File: config.mk
export PLATFORM = sky130hd
export DESIGN_NAME = load_port_arbiter_flat
export DESIGN_NICKNAME = d
export VERILOG_FILES = /design/src/rtl/load_port_arbiter_if.sv /design/src/rtl/load_port_arbiter.sv /design/src/flat_wrapper.sv
export SDC_FILE = /design/constraint.sdc
export NUM_CORES = 1
export LEC_CHECK = 0
export BUFFER_PORTS_ARGS = -buffer_cell sky130_fd_sc_hd__buf_4
export CORE_AREA = 2 2 126 128
export DETAILED_ROUTE_END_ITERATION = 7
export DIE_AREA = 0 0 128 130
export GPL_TIMING_DRIVEN = 0
export SYNTH_ARGS = -nofsm -noshare
export SYNTH_HDL_FRONTEND = slang
export SYNTH_SLANG_ARGS = --single-unit
File: constraint.sdc
create_clock -name clk -period 6.4 [get_ports clk]
set_clock_uncertainty 0.1 [all_clocks]
set_input_delay 1.28 -clock clk [delete_from_list [all_inputs] [get_ports clk]]
set_output_delay 1.28 -clock clk [all_outputs]
set_load 0.02 [all_outputs]
File: src/rtl/load_port_arbiter_if.sv
// Request/grant memory bus with in-order rvalid responses, used for both
// the master-side ports and the shared L2 memory port of the arbiter.
interface load_port_arbiter_if #(
    parameter int ADDR_WIDTH = 32,
    parameter int DATA_WIDTH = 32
);
    logic                    req;
    logic                    gnt;
    logic [ADDR_WIDTH-1:0]   addr;
    logic                    we;
    logic [DATA_WIDTH/8-1:0] be;
    logic [DATA_WIDTH-1:0]   wdata;
    logic                    lock;
    logic                    rvalid;
    logic [DATA_WIDTH-1:0]   rdata;

    modport master (
        output req, addr, we, be, wdata, lock,
        input  gnt, rvalid, rdata
    );

    modport slave (
        input  req, addr, we, be, wdata, lock,
        output gnt, rvalid, rdata
    );
endinterface

File: src/rtl/load_port_arbiter.sv
// Two-to-one arbiter sharing the L2 load/debug port between the SPI load path
// (m0) and the JTAG debug path (m1); routes in-order responses back by ID FIFO.
module load_port_arbiter #(
    parameter int ADDR_WIDTH = 32,
    parameter int DATA_WIDTH = 32,
    parameter int MAX_OUTST  = 4
) (
    input  logic                        clk,
    input  logic                        rst_n,
    load_port_arbiter_if.slave          m0,
    load_port_arbiter_if.slave          m1,
    load_port_arbiter_if.master         s,
    output logic [$clog2(MAX_OUTST):0]  outst_o,
    output logic                        err_o
);
    localparam int            PW   = $clog2(MAX_OUTST);
    localparam int            CW   = PW + 1;
    localparam logic [CW-1:0] FULL = CW'(MAX_OUTST);

    logic                 en_q, en_d;
    logic                 rr_q, rr_d;
    logic                 hold_q, hold_d;
    logic                 hsel_q, hsel_d;
    logic                 lock_q, lock_d;
    logic                 lsel_q, lsel_d;
    logic [MAX_OUTST-1:0] fifo_q, fifo_d;
    logic [PW-1:0]        wr_ptr_q, wr_ptr_d;
    logic [PW-1:0]        rd_ptr_q, rd_ptr_d;
    logic [CW-1:0]        cnt_q, cnt_d;
    logic                 err_q, err_d;

    logic                    sel;
    logic                    sel_req;
    logic                    sel_lock;
    logic                    not_full;
    logic                    xfer;
    logic                    pop;
    logic                    head;
    logic [ADDR_WIDTH-1:0]   sel_addr;
    logic                    sel_we;
    logic [DATA_WIDTH/8-1:0] sel_be;
    logic [DATA_WIDTH-1:0]   sel_wdata;

    // Until enabled the selection rests on m0 so the memory port sees m0's fields.
    always_comb begin
        sel = 1'b0;
        if (!en_q) begin
            sel = 1'b0;
        end else if (hold_q) begin
            sel = hsel_q;
        end else if (lock_q) begin
            sel = lsel_q;
        end else if (m0.req && m1.req) begin
            sel = rr_q;
        end else if (m1.req) begin
            sel = 1'b1;
        end
    end

    always_comb begin
        sel_req   = m0.req;
        sel_lock  = m0.lock;
        sel_addr  = m0.addr;
        sel_we    = m0.we;
        sel_be    = m0.be;
        sel_wdata = m0.wdata;
        if (sel) begin
            sel_req   = m1.req;
            sel_lock  = m1.lock;
            sel_addr  = m1.addr;
            sel_we    = m1.we;
            sel_be    = m1.be;
            sel_wdata = m1.wdata;
        end
    end

    assign not_full = (cnt_q < FULL);
    assign xfer     = s.req & s.gnt;
    assign head     = fifo_q[rd_ptr_q];
    assign pop      = s.rvalid & (cnt_q != '0);

    assign s.req   = en_q & sel_req & not_full;
    assign s.addr  = sel_addr;
    assign s.we    = sel_we;
    assign s.be    = sel_be;
    assign s.wdata = sel_wdata;
    assign s.lock  = sel_lock;

    assign m0.gnt    = xfer & ~sel;
    assign m1.gnt    = xfer & sel;
    assign m0.rvalid = pop & ~head;
    assign m1.rvalid = pop & head;
    assign m0.rdata  = s.rdata;
    assign m1.rdata  = s.rdata;

    assign outst_o = cnt_q;
    assign err_o   = err_q;

    always_comb begin
        en_d     = 1'b1;
        rr_d     = rr_q;
        hold_d   = hold_q;
        hsel_d   = hsel_q;
        lock_d   = lock_q;
        lsel_d   = lsel_q;
        fifo_d   = fifo_q;
        wr_ptr_d = wr_ptr_q;
        rd_ptr_d = rd_ptr_q;
        err_d    = err_q;

        if (xfer) begin
            fifo_d[wr_ptr_q] = sel;
            wr_ptr_d         = wr_ptr_q + PW'(1);
            rr_d             = ~sel;
            hold_d           = 1'b0;
            if (sel_lock) begin
                lock_d = 1'b1;
                lsel_d = sel;
            end else if (lock_q && (lsel_q == sel)) begin
                lock_d = 1'b0;
            end
        end else if (s.req) begin
            // Freeze the choice so the slave never sees the request change masters.
            hold_d = 1'b1;
            hsel_d = sel;
        end

        if (pop) begin
            rd_ptr_d = rd_ptr_q + PW'(1);
        end else if (s.rvalid) begin
            err_d = 1'b1;
        end

        cnt_d = cnt_q + CW'(xfer) - CW'(pop);
    end

    always_ff @(posedge clk or negedge rst_n) begin
        if (!rst_n) begin
            en_q     <= 1'b0;
            rr_q     <= 1'b0;
            hold_q   <= 1'b0;
            hsel_q   <= 1'b0;
            lock_q   <= 1'b0;
            lsel_q   <= 1'b0;
            fifo_q   <= '0;
            wr_ptr_q <= '0;
            rd_ptr_q <= '0;
            cnt_q    <= '0;
            err_q    <= 1'b0;
        end else begin
            en_q     <= en_d;
            rr_q     <= rr_d;
            hold_q   <= hold_d;
            hsel_q   <= hsel_d;
            lock_q   <= lock_d;
            lsel_q   <= lsel_d;
            fifo_q   <= fifo_d;
            wr_ptr_q <= wr_ptr_d;
            rd_ptr_q <= rd_ptr_d;
            cnt_q    <= cnt_d;
            err_q    <= err_d;
        end
    end
endmodule

File: src/flat_wrapper.sv
// flat-port wrapper written by rule: the top's interface ports become plain ports
module load_port_arbiter_flat 
#(
    parameter int ADDR_WIDTH = 32,
    parameter int DATA_WIDTH = 32,
    parameter int MAX_OUTST  = 4
)
  (clk, rst_n, outst_o, err_o, m0_req, m0_addr, m0_we, m0_be, m0_wdata, m0_lock, m0_gnt, m0_rvalid, m0_rdata, m1_req, m1_addr, m1_we, m1_be, m1_wdata, m1_lock, m1_gnt, m1_rvalid, m1_rdata, s_req, s_addr, s_we, s_be, s_wdata, s_lock, s_gnt, s_rvalid, s_rdata);
  load_port_arbiter_if #(.ADDR_WIDTH(ADDR_WIDTH), .DATA_WIDTH(DATA_WIDTH)) m0_i ();
  load_port_arbiter_if #(.ADDR_WIDTH(ADDR_WIDTH), .DATA_WIDTH(DATA_WIDTH)) m1_i ();
  load_port_arbiter_if #(.ADDR_WIDTH(ADDR_WIDTH), .DATA_WIDTH(DATA_WIDTH)) s_i ();
  input  logic clk;
  input  logic rst_n;
  output logic [$clog2(MAX_OUTST):0] outst_o;
  output logic err_o;
  input wire logic [$bits(m0_i.req)-1:0] m0_req;
  input wire logic [$bits(m0_i.addr)-1:0] m0_addr;
  input wire logic [$bits(m0_i.we)-1:0] m0_we;
  input wire logic [$bits(m0_i.be)-1:0] m0_be;
  input wire logic [$bits(m0_i.wdata)-1:0] m0_wdata;
  input wire logic [$bits(m0_i.lock)-1:0] m0_lock;
  output wire logic [$bits(m0_i.gnt)-1:0] m0_gnt;
  output wire logic [$bits(m0_i.rvalid)-1:0] m0_rvalid;
  output wire logic [$bits(m0_i.rdata)-1:0] m0_rdata;
  input wire logic [$bits(m1_i.req)-1:0] m1_req;
  input wire logic [$bits(m1_i.addr)-1:0] m1_addr;
  input wire logic [$bits(m1_i.we)-1:0] m1_we;
  input wire logic [$bits(m1_i.be)-1:0] m1_be;
  input wire logic [$bits(m1_i.wdata)-1:0] m1_wdata;
  input wire logic [$bits(m1_i.lock)-1:0] m1_lock;
  output wire logic [$bits(m1_i.gnt)-1:0] m1_gnt;
  output wire logic [$bits(m1_i.rvalid)-1:0] m1_rvalid;
  output wire logic [$bits(m1_i.rdata)-1:0] m1_rdata;
  output wire logic [$bits(s_i.req)-1:0] s_req;
  output wire logic [$bits(s_i.addr)-1:0] s_addr;
  output wire logic [$bits(s_i.we)-1:0] s_we;
  output wire logic [$bits(s_i.be)-1:0] s_be;
  output wire logic [$bits(s_i.wdata)-1:0] s_wdata;
  output wire logic [$bits(s_i.lock)-1:0] s_lock;
  input wire logic [$bits(s_i.gnt)-1:0] s_gnt;
  input wire logic [$bits(s_i.rvalid)-1:0] s_rvalid;
  input wire logic [$bits(s_i.rdata)-1:0] s_rdata;
  assign m0_i.req = m0_req;
  assign m0_i.addr = m0_addr;
  assign m0_i.we = m0_we;
  assign m0_i.be = m0_be;
  assign m0_i.wdata = m0_wdata;
  assign m0_i.lock = m0_lock;
  assign m0_gnt = m0_i.gnt;
  assign m0_rvalid = m0_i.rvalid;
  assign m0_rdata = m0_i.rdata;
  assign m1_i.req = m1_req;
  assign m1_i.addr = m1_addr;
  assign m1_i.we = m1_we;
  assign m1_i.be = m1_be;
  assign m1_i.wdata = m1_wdata;
  assign m1_i.lock = m1_lock;
  assign m1_gnt = m1_i.gnt;
  assign m1_rvalid = m1_i.rvalid;
  assign m1_rdata = m1_i.rdata;
  assign s_req = s_i.req;
  assign s_addr = s_i.addr;
  assign s_we = s_i.we;
  assign s_be = s_i.be;
  assign s_wdata = s_i.wdata;
  assign s_lock = s_i.lock;
  assign s_i.gnt = s_gnt;
  assign s_i.rvalid = s_rvalid;
  assign s_i.rdata = s_rdata;
  load_port_arbiter #(.ADDR_WIDTH(ADDR_WIDTH), .DATA_WIDTH(DATA_WIDTH), .MAX_OUTST(MAX_OUTST)) u_core (.clk(clk), .rst_n(rst_n), .m0(m0_i), .m1(m1_i), .s(s_i), .outst_o(outst_o), .err_o(err_o));
endmodule
==> results.json, run 1 <==
{
  "status": "finished, final reports clean",
  "cts.repair.resized": 0,
  "worst_path_max_delay_cell": "mux2_1",
  "fill_cells": 1649,
  "finalCritPeriodShare": 0.694,
  "drive_above_1_share": 0.738,
  "fp.coreArea_um2": 15400,
  "fin_area_um2": 4930,
  "hold_buffers": 0,
  "synth-async-reset-ratio": 1.00,
  "synth-edff-count": 0,
  "insertedDiodeCount": 0,
  "via_count": 2840,
  "final_core_util": 0.319,
  "r2r_cells": 11,
  "initial_core_util": 0.158,
  "drt_iter0_markers": 51,
  "antenna_found_initial": 0,
  "finalHoldViolations": 0,
  "reg2reg_slack_ps": 3950,
  "min_period_ps": 4440,
  "yosysSeqAreaShare": 0.185,
  "clock.fmax_mhz": 225,
  "synth_cells": 254,
  "crit_path_max_fanout": 10,
  "syn_area_um2": 2430,
  "min_to": "u_core.err_o",
  "critPathLaunchType": "input pin",
  "ir_drop_mv": 0.208,
  "r2r-start": "u_core.outst_o[2]",
  "placed_area_um2": 4840,
  "ys_warn_count": 0,
  "via_per_inst": 3.85,
  "hold_slack_ps": 361,
  "dieArea_um2": 16600,
  "cts_buffer_depth": 2,
  "synth.distinct_cells": 39,
  "drv_cap": 0,
  "leakage_nw": 2.59,
  "std_cell_rows": 46,
  "worstHoldStart": "u_core.err_o",
  "post_cts_buffers": 0,
  "postRouteAntennaNets": 0,
  "pwr_density_cell_nw_per_um2": 285,
  "synth-seq-cells": 18,
  "reg2reg_to": "u_core.outst_o[2]",
  "cts_num_sinks": 18,
  "overflow": 0,
  "finalSetupViolCount": 0,
  "drtPass1Iterations": 4,
  "die_x_um": 128,
  "grt_pass1_vias": 2691,
  "synth_ff_type": "dfrtp_1",
  "fin_nets": 732,
  "synthesis.nets": 439,
  "finalMaxSlewViolations": 0,
  "path_class": "in -> out",
  "synth_area_per_cell_um2": 9.59,
  "critPathArrivalTime_ps": 3060,
  "worstPathCellList": "buf_4, nor2b_2, a221o_1, buf_6, nand2_4, buf_6, buf_8, mux2_1, buf_4",
  "critPathCaptureType": "primary output",
  "cts_buffers": 3,
  "rsz0062_at_grt": "no",
  "place_congestion": 0.812,
  "slowest_delay_ps": 390,
  "clock_latency_ps": 260,
  "cts_tree": "built",
  "h-tree-depth": 1,
  "grt_pass1_wl_mm": 17.0,
  "cts_root_buffer": "clkbuf_16",
  "portBuffers": 288,
  "drc_errors": 0,
  "holdPathStages": 1,
  "hp-class": "reg -> reg",
  "critPathBufInv": 5,
  "grt_max_degree": 19,
  "power_mw": 1.40,
  "grt_usage": 0.141,
  "wl_mm": 13.1,
  "worstPathRequired_ps": 5020,
  "die_h_um": 130,
  "post-dp-hpwl_mm": 11.9,
  "clkTransAtPathRegs_ps": 50,
  "wl_per_cell_um": 17.7,
  "tns_ps": 0,
  "critical-path-top-delay-family": "buffers and inverters",
  "syn2layout_area_growth_pct": 102,
  "io_pins": 321
}
==> kinds of logic (layout without fill, tap and decap cells) <==
family | after synthesis | in the layout | share of synthesized area
other | 1 | 1 | 0.00154
AOI/OAI and AO/OA | 28 | 28 | 0.0781
xor gates and xnor gates | 4 | 4 | 0.0144
and+or+nand+nor | 38 | 38 | 0.0822
DFF | 18 | 18 | 0.185
muxes | 73 | 73 | 0.341
adders and majority gates | 7 | 7 | 0.0391
buffers and inverters | 85 | 377 | 0.258
==> where the power goes <==
group	switching, mW	internal [mW]	leakage [nW]
combinational	0.529	0.514	2.35
sequential	0.0531	0.162	0.196
clock	0.0483	0.0954	0.0442
==> state kept, by name, indices dropped and copies added (netlist names) <==
signal           cells
u_core.en_q          1
u_core.err_o         1
u_core.fifo_q        4
u_core.hold_q        1
u_core.hsel_q        1
u_core.lock_q        1
u_core.lsel_q        1
u_core.outst_o       3
u_core.rd_ptr_q      2
u_core.rr_q          1
u_core.wr_ptr_q      2
==> metrics by stage <==
stage               instances  setup WS (ps)
CTS                       738           1950
finish                    738           1960
floorplan                 254           2380
global route              738           1890
detailed placement        734           1950
global placement          734           1950
==> cell usage after synthesis, drive strengths merged, types with 2 or more instances <==
cell type	number	area [µm²]
buf	75	592
mux2	70	788
dfrtp	18	450
nand2	16	67.6
inv	9	33.8
o21ai	8	40.0
a21oi	7	35.0
ha	6	75.1
nand3	5	25.0
nand2b	4	25.0
xnor2	4	35.0
a21o	3	22.5
nor2	3	11.3
a31oi	2	12.5
and2	2	12.5
and3	2	12.5
and4b	2	20.0
mux2i	2	20.0
nor2b	2	15.0
o211ai	2	15.0
==> cells in the final DEF (no fill, tap or decap), types with 2 or more instances in the layout <==
cell and instances:
buf_4 355, mux2_1 39, mux2_2 31, dfrtp_1 18
nand2_1 15, inv_1 9, o21ai_0 7, a21oi_1 7
ha_1 6, nand3_1 5, nand2b_1 4, xnor2_1 4
buf_6 3, buf_8 3, nor2_1 3, a21o_1 3
clkbuf_16 3, and2_1 2, and4b_1 2, buf_2 2
and3_1 2, a31oi_1 2, mux2i_1 2, o211ai_1 2
==> worst max path at each step <==
stage,endpoint,depth (start not counted),slack [ps],start
3_5_place_dp,s_wdata[6],9,1950,m1_req
2_1_floorplan,s_addr[29],7,2380,m1_req
3_3_place_gp,s_wdata[6],9,1950,m1_req
5_1_grt,s_wdata[6],9,1890,m1_req
6_report,s_wdata[6],9,1960,m1_req
4_1_cts,s_wdata[6],9,1950,m1_req
==> worst register-to-register path, delay by kind of cell, from the launching register on <==
| family | cells | cell delay, ps |
|---|---|---|
| xor+xnor | 2 | 270 |
| fa+ha+maj | 2 | 510 |
| buf+inv | 3 | 370 |
| flops | 1 | 450 |
| simple gates | 4 | 640 |
==> final cells by class <==
type / count / area (µm²) / share of cell area
Tap cell: 192 / 240 / 0.0488
Sequential cell: 18 / 450 / 0.0914
Buffer: 76 / 596 / 0.121
Timing Repair Buffer: 288 / 2160 / 0.439
Inverter: 9 / 33.8 / 0.00686
Clock buffer: 4 / 88.8 / 0.0180
Multi-Input combinational cell: 151 / 1360 / 0.275
==> layer usage <==
metal | up-vias | GRT usage | routed length, µm | part of all wire
met2 | 162 | 0.191 | 5330 | 0.41
li1 | 1399 | - | - | -
met1 | 1274 | 0.158 | 4750 | 0.36
met3 | 5 | 0.145 | 2900 | 0.22
met4 | 0 | 0.0168 | 73 | 0.0056
met5 | - | 0 | 0 | 0
Power figures use the tool's default switching activity.
==> run 2: changes to the inputs <==
Settings changed: CORE_AREA 2 2 126 128 to 2 2 123 125, DIE_AREA 0 0 128 130 to 0 0 125 127.
Clock period 6.4 ns to 3.7 ns, I/O delays scaled along.
==> run 2 against run 1 <==
Against the previous run:
- register-to-register slack got worse by 2700 ps
- worst hold slack got worse by 110 ps
- first-iteration DRC count decreased by 25%
- clock power increased by 66%
- cell area decreased by 0.20%
- via count increased by 0.21%
- critical path depth unchanged
- sequential cell count unchanged
- clock-buffer cell count unchanged
- wire length increased by 13%
- global-route usage increased by 3.1 points
- total power increased by 75%
- critical path type unchanged
- critical endpoint is now s_wdata[9]
- highest routed layer unchanged
==> results.json, run 2 (same netlist as run 1, synthesis figures left out) <==
{
  "critPathLaunchType": "input pin",
  "drtPass1Iterations": 4,
  "overflow": 0,
  "insertedDiodeCount": 0,
  "antenna_found_initial": 0,
  "largest_register": "u_core.fifo_q",
  "critPathArrivalTime_ps": 2520,
  "post_cts_buffers": 0,
  "fin_nets": 732,
  "grt_pass1_vias": 2928,
  "initial_core_util": 0.169,
  "clock_latency_ps": 250,
  "die_x_um": 125,
  "r2r_cells": 11,
  "largest_reg_flops": 4,
  "cts_buffer_depth": 2,
  "std_cell_rows": 44,
  "crit_path_max_fanout": 10,
  "pre_cts_slack_ps": 322,
  "final_common_cell": "buf_4",
  "drive_above_1_share": 0.738,
  "postRouteAntennaNets": 0,
  "drt_iter0_markers": 38,
  "cts_num_sinks": 18,
  "cts_buffers": 3,
  "reg2reg_to": "u_core.outst_o[2]",
  "maxSlewHeadroom": 0.643,
  "min_period_ps": 3360,
  "clock.fmax_mhz": 297,
  "grt_pass1_wl_mm": 19.9,
  "worstPathRequired_ps": 2860,
  "cts.repair.resized": 0,
  "drv_cap": 0,
  "finalCritPeriodShare": 0.909,
  "wl_per_cell_um": 20.3,
  "wl_mm": 14.8,
  "netSwitchingPower_mw": 1.12,
  "dieArea_um2": 15900,
  "clkPwrFrac": 0.097,
  "critPathCaptureType": "primary output",
  "pwr_density_cell_nw_per_um2": 499,
  "seq_power_share": 0.153,
  "reg2reg_slack_ps": 1210,
  "drc_errors": 0,
  "leakage_nw": 2.59,
  "tns_ps": 0,
  "place_congestion": 0.851,
  "h-tree-depth": 1,
  "final_cell_mix": "buf_4 (355), mux2_1 (39), mux2_2 (31)",
  "fp.coreArea_um2": 14400,
  "grt_max_degree": 19,
  "portBuffers": 288,
  "status": "finished, final reports clean",
  "clkTransAtPathRegs_ps": 50,
  "final_core_util": 0.341,
  "die_h_um": 127,
  "io_pins": 321,
  "path_class": "in -> out",
  "cts_tree": "built",
  "power_mw": 2.45,
  "finalSetupViolCount": 0,
  "syn2layout_area_growth_pct": 102,
  "power_frac_comb": 0.749,
  "grt_usage": 0.172,
  "internal_power_mw": 1.34,
  "via_count": 2846,
  "setup_slack_ps": 337,
  "finalHoldViolations": 0,
  "r2r-start": "u_core.outst_o[2]",
  "via_per_inst": 3.90,
  "ir_drop_mv": 0.298,
  "switching_share": 0.456,
  "hold_slack_ps": 251,
  "finalMaxSlewViolations": 0,
  "tightest_slew_ps": 536,
  "hold_buffers": 0,
  "rsz0062_at_grt": "no",
  "post-dp-hpwl_mm": 13.5,
  "cts_root_buffer": "clkbuf_16",
  "hp-class": "in -> async"
}
==> run 2: cell counts in the layout (fill, tap and decap cells not counted) <==
No cell type changed its count.
==> run 2: how the worst max path moves through the flow <==
stage / from / depth (start not counted) / end / slack (ps)
5_1_grt: m1_req / 9 / s_wdata[9] / 270
6_report: m1_req / 9 / s_wdata[9] / 340
3_5_place_dp: m1_req / 9 / s_wdata[9] / 320
3_3_place_gp: m1_req / 9 / s_wdata[9] / 350
4_1_cts: m1_req / 9 / s_wdata[9] / 320
2_1_floorplan: m1_req / 7 / s_addr[29] / 760
==> run 2: power by group through the flow <==
| stage | Clock [mW] | Sequential [mW] | Combinational (mW) |
|---|---|---|---|
| after floorplan | 0 | 0.379 | 1.08 |
| after global placement | 0 | 0.371 | 1.84 |
| final | 0.239 | 0.376 | 1.84 |
| after detailed placement | 0 | 0.380 | 1.86 |
| after global routing | 0.259 | 0.390 | 1.96 |
| after CTS | 0.245 | 0.377 | 1.87 |
==> run 2: through the flow <==
stage                     area, µm²  std cells
after detailed placement       4830        726
after CTS                      4920        730
after global routing           4920        730
after global placement         4830        726
final                          4920        730
after floorplan                2430        254
==> run 2: worst max-delay path, cell delays in order <==
cell and delay (ps):
buf_4 130, nor2b_2 160, a221o_1 330, buf_6 150
nand2_4 80, buf_6 190, buf_8 160, mux2_1 380
buf_4 190
==> run 2: area by class of cell <==
cell class	instances	area, µm²
fillers	1502	9510
repair buffers	288	2160
multi-input cells	151	1360
plain buffers	76	596
flip-flops and latches	18	450
well taps	184	230
clock buffers	4	88.8
inverters	9	33.8
==> run 2: layer usage <==
| metal | up-vias | routed length, µm | track usage |
|---|---|---|---|
| met1 | 1280 | 5480 | 0.193 |
| met4 | 0 | 145 | 0.0248 |
| met5 | - | 0 | 0 |
| li1 | 1399 | - | - |
| met3 | 7 | 3230 | 0.168 |
| met2 | 160 | 5930 | 0.238 |
